File: src/rtl/pipe_hazard_ctrl_pkg.sv
// Shared constants and types for the pipeline hazard controller.
// Holds FSM encoding, forward-select codes and instruction field positions.
package pipe_hazard_ctrl_pkg;

  typedef enum logic [1:0] {
    ST_RUN   = 2'b00,
    ST_STALL = 2'b01,
    ST_FLUSH = 2'b10
  } hz_state_t;

  localparam logic [1:0] FWD_NONE  = 2'b00;
  localparam logic [1:0] FWD_EXMEM = 2'b01;
  localparam logic [1:0] FWD_MEMWB = 2'b10;

  localparam int RS_MSB = 25;
  localparam int RS_LSB = 21;
  localparam int RT_MSB = 20;
  localparam int RT_LSB = 16;

  localparam int REG_W = 5;

  function automatic logic [REG_W-1:0] rs_of(
    input logic [31:0] inst
  );
    return inst[RS_MSB:RS_LSB];
  endfunction

  function automatic logic [REG_W-1:0] rt_of(
    input logic [31:0] inst
  );
    return inst[RT_MSB:RT_LSB];
  endfunction

endpackage

File: src/rtl/pipe_hazard_ctrl_fwd_select.sv
// Forward-select for one ALU operand: EX/MEM beats MEM/WB, r0 never matches.
// Ports: src register, enable, EX/MEM and MEM/WB rd/write flags; sel out.
module fwd_select
  import pipe_hazard_ctrl_pkg::*;
(
  input  logic [REG_W-1:0] src,
  input  logic             en,
  input  logic [REG_W-1:0] exmem_rd,
  input  logic             exmem_wr,
  input  logic [REG_W-1:0] memwb_rd,
  input  logic             memwb_wr,
  output logic [1:0]       sel
);

  logic hit_exmem;
  logic hit_memwb;

  assign hit_exmem = exmem_wr
                  && (exmem_rd != '0)
                  && (exmem_rd == src);
  assign hit_memwb = memwb_wr
                  && (memwb_rd != '0)
                  && (memwb_rd == src);

  always_comb begin
    sel = FWD_NONE;
    if (en) begin
      if (hit_exmem)
        sel = FWD_EXMEM;
      else if (hit_memwb)
        sel = FWD_MEMWB;
    end
  end

endmodule

File: src/rtl/pipe_hazard_ctrl.sv
// Hazard controller: operand forwarding, load-use stall, branch flush.
// Ports: clk, rst_n, EX/ID insts and EX controls in; fwd selects,
// PC/IF-ID enables, bubble, flush and saturating event counters out.
module pipe_hazard_ctrl
  import pipe_hazard_ctrl_pkg::*;
#(
  parameter int CNT_W = 16
) (
  input  logic             clk,
  input  logic             rst_n,
  input  logic [31:0]      id_ex_inst,
  input  logic [31:0]      if_id_inst,
  input  logic [4:0]       ex_rd,
  input  logic             ex_reg_write,
  input  logic             ex_mem_read,
  input  logic             ex_uses_rt,
  input  logic             branch_taken,
  output logic [1:0]       fwd_ctrl_a,
  output logic [1:0]       fwd_ctrl_b,
  output logic             pc_write,
  output logic             if_id_write,
  output logic             id_ex_bubble,
  output logic             if_id_flush,
  output logic [CNT_W-1:0] stall_cnt,
  output logic [CNT_W-1:0] flush_cnt
);

  logic [REG_W-1:0] exmem_rd;
  logic             exmem_wr;
  logic [REG_W-1:0] memwb_rd;
  logic             memwb_wr;

  hz_state_t state;
  hz_state_t state_nxt;

  logic load_use;
  logic stall_evt;
  logic flush_evt;

  always_ff @(posedge clk or negedge rst_n) begin
    if (!rst_n) begin
      exmem_rd <= '0;
      exmem_wr <= 1'b0;
      memwb_rd <= '0;
      memwb_wr <= 1'b0;
    end else begin
      exmem_rd <= ex_rd;
      exmem_wr <= ex_reg_write;
      memwb_rd <= exmem_rd;
      memwb_wr <= exmem_wr;
    end
  end

  fwd_select u_fwd_a (
    .src      (rs_of(id_ex_inst)),
    .en       (1'b1),
    .exmem_rd (exmem_rd),
    .exmem_wr (exmem_wr),
    .memwb_rd (memwb_rd),
    .memwb_wr (memwb_wr),
    .sel      (fwd_ctrl_a)
  );

  fwd_select u_fwd_b (
    .src      (rt_of(id_ex_inst)),
    .en       (ex_uses_rt),
    .exmem_rd (exmem_rd),
    .exmem_wr (exmem_wr),
    .memwb_rd (memwb_rd),
    .memwb_wr (memwb_wr),
    .sel      (fwd_ctrl_b)
  );

  assign load_use = ex_mem_read
                 && (ex_rd != '0)
                 && ((ex_rd == rs_of(if_id_inst))
                  || (ex_rd == rt_of(if_id_inst)));

  always_ff @(posedge clk or negedge rst_n) begin
    if (!rst_n)
      state <= ST_RUN;
    else
      state <= state_nxt;
  end

  always_comb begin
    state_nxt = ST_RUN;
    unique case (state)
      ST_RUN: begin
        if (branch_taken)
          state_nxt = ST_FLUSH;
        else if (load_use)
          state_nxt = ST_STALL;
      end
      ST_STALL: begin
        if (branch_taken)
          state_nxt = ST_FLUSH;
      end
      ST_FLUSH: state_nxt = ST_RUN;
      default:  state_nxt = ST_RUN;
    endcase
  end

  // Events are masked while reset is held so the outputs read
  // as a free-running pipeline regardless of the inputs.
  always_comb begin
    stall_evt = 1'b0;
    flush_evt = 1'b0;
    if (rst_n) begin
      unique case (state)
        ST_RUN: begin
          flush_evt = branch_taken;
          stall_evt = !branch_taken && load_use;
        end
        ST_STALL: flush_evt = branch_taken;
        ST_FLUSH: flush_evt = 1'b0;
        default:  flush_evt = 1'b0;
      endcase
    end
  end

  always_comb begin
    pc_write     = !stall_evt;
    if_id_write  = !stall_evt;
    id_ex_bubble = stall_evt || flush_evt;
    if_id_flush  = flush_evt;
  end

  always_ff @(posedge clk or negedge rst_n) begin
    if (!rst_n) begin
      stall_cnt <= '0;
      flush_cnt <= '0;
    end else begin
      if (stall_evt && (stall_cnt != '1))
        stall_cnt <= stall_cnt + CNT_W'(1);
      if (flush_evt && (flush_cnt != '1))
        flush_cnt <= flush_cnt + CNT_W'(1);
    end
  end

endmodule
File: config.mk
export PLATFORM = sky130hd
export DESIGN_NAME = pipe_hazard_ctrl
export DESIGN_NICKNAME = d
export VERILOG_FILES = /design/src/rtl/pipe_hazard_ctrl_pkg.sv /design/src/rtl/pipe_hazard_ctrl_fwd_select.sv /design/src/rtl/pipe_hazard_ctrl.sv
export SDC_FILE = /design/constraint.sdc
export NUM_CORES = 1
export LEC_CHECK = 0
export ABC_AREA = 1
export CORE_UTILIZATION = 37
export DETAILED_ROUTE_END_ITERATION = 12
export GPL_TIMING_DRIVEN = 0
export PLACE_DENSITY = 0.73
export SYNTH_ARGS = -nofsm -noshare
export SYNTH_HDL_FRONTEND = slang
export SYNTH_SLANG_ARGS = --single-unit
File: constraint.sdc
create_clock -name clk -period 2.3 [get_ports clk]
set_clock_uncertainty 0.2 [all_clocks]
set_input_delay 0.345 -clock clk [delete_from_list [all_inputs] [get_ports clk]]
set_output_delay 0.345 -clock clk [all_outputs]
set_load 0.05 [all_outputs]
# Yosys cells after proc, flatten, opt, wreduce, memory -nomap -nowiden
# Cells that the tools add are included.
# word_totals
regBits,46
in_bits,75
output_inout_bits,40
wordCells,51
# classes
n_addsub,2
eq_ne,9
mux,13
reduce_logical,20
# op_table
cell,n
$add A16 B1 Y16 const B,2
$ne A16 B16 Y1 const B,2
$eq A5 B5 Y1,6
$reduce_bool A5 Y1,3
$mux W2,7
$logic_and A1 B1 Y1,11
$mux W1,5
$pmux W2 S2,1
$eq A2 B1 Y1 const B,1
$logic_not A1 Y1,2
$logic_not A2 Y1,1
$logic_or A1 B1 Y1,2
$reduce_or A2 Y1,1

# Depth between registers and ports, before layout
# logic_depth
ltp_word,7
mapped_depth,11

# Hierarchy
# A second synthesis with hierarchy kept.
# unflattened
hier_cells,412
hier_area_um2,2857.7
# modules_own_cells
mod,instances,cells_each,area_per_inst_um2,seq_area_each_um2
pipe_hazard_ctrl,1,294,2379.8,1151.1
fwd_select,2,59,239.0,0.0

# Least setup slack after synthesis
# No wires, ideal clock.
# synth_timing
path_kind,register -> output
start,register memwb_rd[1]
end,output port fwd_ctrl_b[1]
arrival_ps,1529
required_time_ps,1755
slack_ps,226
stages_incl_launch_ff,5
n_path_buf,0
path_cell_list,dfrtp_1 > xor2_1 > nor4_1 > nand3_1 > nor2_1
# synth_between
elab_chain_len,6
word_cells_on_any_way,7
classes_between,1 x eq/ne; 3 x mux; 3 x reduce/logical
# synth_lines
item,line,source
start: declaration,pipe_hazard_ctrl.sv:30,logic [REG_W-1:0] memwb_rd;
start signal: assignment,pipe_hazard_ctrl.sv:49,memwb_rd <= exmem_rd;
$reduce_bool A5 Y1,pipe_hazard_ctrl_fwd_select.sv:22,&& (memwb_rd != '0)
$logic_and A1 B1 Y1,pipe_hazard_ctrl_fwd_select.sv:22,
$logic_and A1 B1 Y1 *,pipe_hazard_ctrl_fwd_select.sv:23,&& (memwb_rd == src);
$mux W2 *,pipe_hazard_ctrl_fwd_select.sv:30,else if (hit_memwb)
$mux W2 *,pipe_hazard_ctrl_fwd_select.sv:28,if (hit_exmem)
$mux W2 *,pipe_hazard_ctrl_fwd_select.sv:27,if (en) begin
end: declaration,pipe_hazard_ctrl.sv:19,"output logic [1:0] fwd_ctrl_b,"
# Every way passes the cells marked *; elsewhere a longest branch is shown, timed or not.

# Worst setup path after layout
# layout_timing
start,input port id_ex_inst[21]
end,output port fwd_ctrl_a[0]
# layout_between
elab_chain_len,3
# layout_lines
item,line,source
start: declaration,pipe_hazard_ctrl.sv:11,"input logic [31:0] id_ex_inst,"
$eq A5 B5 Y1,pipe_hazard_ctrl_fwd_select.sv:20,&& (exmem_rd == src);
$logic_and A1 B1 Y1,pipe_hazard_ctrl_fwd_select.sv:20,
net u_fwd_a.hit_exmem,pipe_hazard_ctrl_fwd_select.sv:15,logic hit_exmem;
$mux W2,pipe_hazard_ctrl_fwd_select.sv:28,
end: declaration,pipe_hazard_ctrl.sv:18,"output logic [1:0] fwd_ctrl_a,"
# The timed path passes the listed nets, and every way through them passes these cells.

==> summary.md <==
| Metric | Value |
|---|---|
| Nature of the critical path endpoint | output pin |
| Crit path max fanout | 2 |
| Final Wtd Congestion | 0.904 |
| Core Region | just under 7000 um^2 |
| Post-route insts no fill | 510 |
| Clock root cell | clkbuf_8 |
| CTS tree | yes |
| Hpwl dp | 4420 um |
| Ports | roughly 120 |
| Number of vias per cell | 4.51 |
| CP Cell Sequence | clkdlybuf4s50_1 -> xnor2_1 -> nand3_1 -> nor4_2 -> buf_4 -> buf_4 |
| Die width | approximately 86 um |
| Switch Pwr | 684 uW |
| IO buf count | 70 |
| Initial antenna violation count | 0 |
| Hold Vio Cnt, Final | 0 |
| Vias in the first global route | 2247 |
| Leak | 0.00181 uW |
| Row count | 30 |
| Most used cell, CP | buf_4 |
| Cell area after synthesis | approximately 2600 um^2 |
| Period minus WS final | 2.22 ns |
| Drt wl/cell | 11.7 um |
| Cell Area, Placed | 3430 um^2 |
| Remaining DRCs | 1 |
| Post-synthesis cell count | 330 |
| R2R Setup Slk | 0.33 ns |
| Reg power frac | 0.451 |
| Clock share of power | 0.282 |
| Worst-margin pin slew | between 0.9 and 1 ns |
| H-tree depth | 2 |
| Synthesis-stage register bit count | 46 |
| Clock Tree Buf Depth | 2 |
| Outcome | finished, violations left |
| Max-slew headroom | 0.383 |
| Worst skew pair latency | about 0.3 ns |
| Setup TNS | 0 ns |
| # clock sinks | 46 |
| Crit path DAT | 1.67 ns |
| Initial drt markers | 60 |
| Clock-pin slew on the worst setup and hold paths | roughly 0.08 ns |
| Total gr overflow | 0 |
| Tot Pwr | about 2100 uW |
| Nets | 490 |
| CP Data Required Time | 1.75 ns |
| Die Area | 7350 um^2 |
| Syn. warnings | 0 |
| Power Density | 580 nW/um^2 |
| Critical-path top delay cell | clkdlybuf4s50_1 |
| Ant. Diodes | 0 |
| Final count of pins violating max slew | 0 |
| Max VDD drop | about 0.26 mV |
| Dpl cells | 497 |
| Area Growth Syn to Fin | 39.2% |
| Switching Fraction | 0.327 |
| Cells on worst reg2reg path | 8 |
| Starting Density | 0.382 |
| Mean post-synth cell area | 7.86 um^2 |
| Filler cell count | 654 |
| Fraction of layout instances using a drive strength above 1 | 0.0990 |
| Final WL | 5950 um |
| Min-Delay Endpoint | memwb_wr |
| Pre-antenna DRT Iters | 8 |
| Tcrit/Tclk final | 0.964 |
| Die height | 85.7 um |
| Design Area, Final | ~3600 um^2 |
| Via Count | 2301 |
| Synth unique cells | 24 |
| Max incr delay on CP | 0.52 ns |
| CTS Buf Count | 5 |
| Crit Path Category | input port to output pin |
| Final Setup Violations | 0 |
| GRT Overall Usage | 0.173 |
| Hold Path Class | flop to flop |
| First-pass GRT wire length | 10100 um |
| Max Fclk | 0.451 GHz |
| Hold path startpoint | exmem_wr |
| Violated checks | DRC |
| FF-to-FF End | stall_cnt[10] |
| WHS | 0.178 ns |
| Sequential fraction of the synthesis area | 0.444 |
| Post-DRT Antenna Nets | 0 |
| Max_cap viols | 0 |
| P_int | 1410 uW |
| Gate power share | 0.267 |
| Mapped Nets | 407 |
| Startpoint types | input port |
| FF-to-FF Start | stall_cnt[0] |
| WHS Path Cells | 0 |
| Largest net degree at the start of global routing | 25 |
layer usage:
layer,vias up,share of wire,track usage
li1,1177,-,-
met1,1060,0.45,0.208
met2,53,0.48,0.305
met3,11,0.047,0.0385
met4,0,0.023,0.0606
met5,-,0,0
state kept, by name, summed over array words and instances (netlist names):
signal     flops
exmem_wr       1
exmem_rd       5
state          2
flush_cnt     16
memwb_rd       5
memwb_wr       1
stall_cnt     16
cells in the mapped netlist, drive strengths merged:
master / count / area, um^2
ha: 2 / 25.0
a21oi: 2 / 10.0
nand3: 16 / 92.6
buf: 4 / 31.3
and2: 2 / 12.5
dfrtp: 46 / 1150
o21ai: 6 / 30.0
nand2: 114 / 433
xnor2: 17 / 149
inv: 36 / 135
nor4: 4 / 25.0
xor2: 31 / 272
nor3: 10 / 55.1
nor2: 36 / 143
nand4: 4 / 31.3
worst max-delay path, delay by kind of cell:
kind | cells | cell delay (ns)
buffers and inverters | 3 | 0.86
AND/OR/NAND/NOR | 2 | 0.32
XOR/XNOR | 1 | 0.15
power groups by stage:
stage                     combinational (uW)  clock (uW)  sequential [uW]
after floorplan                          153           0             1130
after global placement                   540           0              957
after detailed placement                 550           0              959
after CTS                                559         606              944
after global routing                     601         641              955
final                                    558         591              945
cell usage in the layout, fill, tap and decap left out, drive strengths merged, types with 2 or more instances in the layout:
cell type,instances
nand2,114
clkdlybuf4s50,50
dfrtp,46
nor2,36
inv,36
xor2,31
xnor2,17
nand3,16
buf,15
nor3,10
clkbuf,9
dlymetal6s2s,6
o21ai,6
dlygate4sd2,5
nand4,4
nor4,4
a21oi,2
and2,2
ha,2
dlygate4sd3,2
per-stage QoR:
step                       util  setup WS (ns)
after CTS                 0.523        0.00842
final                     0.531         0.0817
after floorplan               -          0.226
after detailed placement  0.505         -0.746
after global routing      0.531        -0.0300
after global placement    0.503          -2.13
area by class of cell:
cell class | instances | area, um^2 | share of cell area
Tap cell | 96 | 120 | 0.0333
Sequential cell | 46 | 1150 | 0.319
Buffer | 4 | 31.3 | 0.00866
Multi-Input combinational cell | 244 | 1300 | 0.360
Timing Repair Buffer | 76 | 766 | 0.212
Inverter | 36 | 135 | 0.0374
Clock buffer | 7 | 76.3 | 0.0211
Clock inverter | 1 | 30.0 | 0.00832
what timing repair did:
item                                    4_1_cts  5_1_grt
pin swaps                                     2        8
hold buffers                                  3        0
hold endpoints to repair                     22        0
buffers inserted                              1        1
resized for setup                            46       21
endpoints found under the setup margin        8        8
worst max-delay path by stage:
stage | start | end | slack, ns
global route | id_ex_inst[18] | fwd_ctrl_b[0] | -0.03
global placement | rst_n | id_ex_bubble | -2.13
CTS | if_id_inst[20] | pc_write | 0.008
detailed placement | ex_rd[4] | id_ex_bubble | -0.75
floorplan | memwb_rd[1] | fwd_ctrl_b[1] | 0.23
finish | id_ex_inst[21] | fwd_ctrl_a[0] | 0.08
cell families after synthesis:
kind of cell | count (synthesis) | share of synthesized area
AOI/OAI and AO/OA | 8 | 0.0154
xor gates and xnor gates | 48 | 0.162
DFF | 46 | 0.444
adders and majority gates | 2 | 0.00964
buffers and inverters | 40 | 0.0641
and+or+nand+nor | 186 | 0.305
Note: power is estimated with default switching activity, not from simulation.
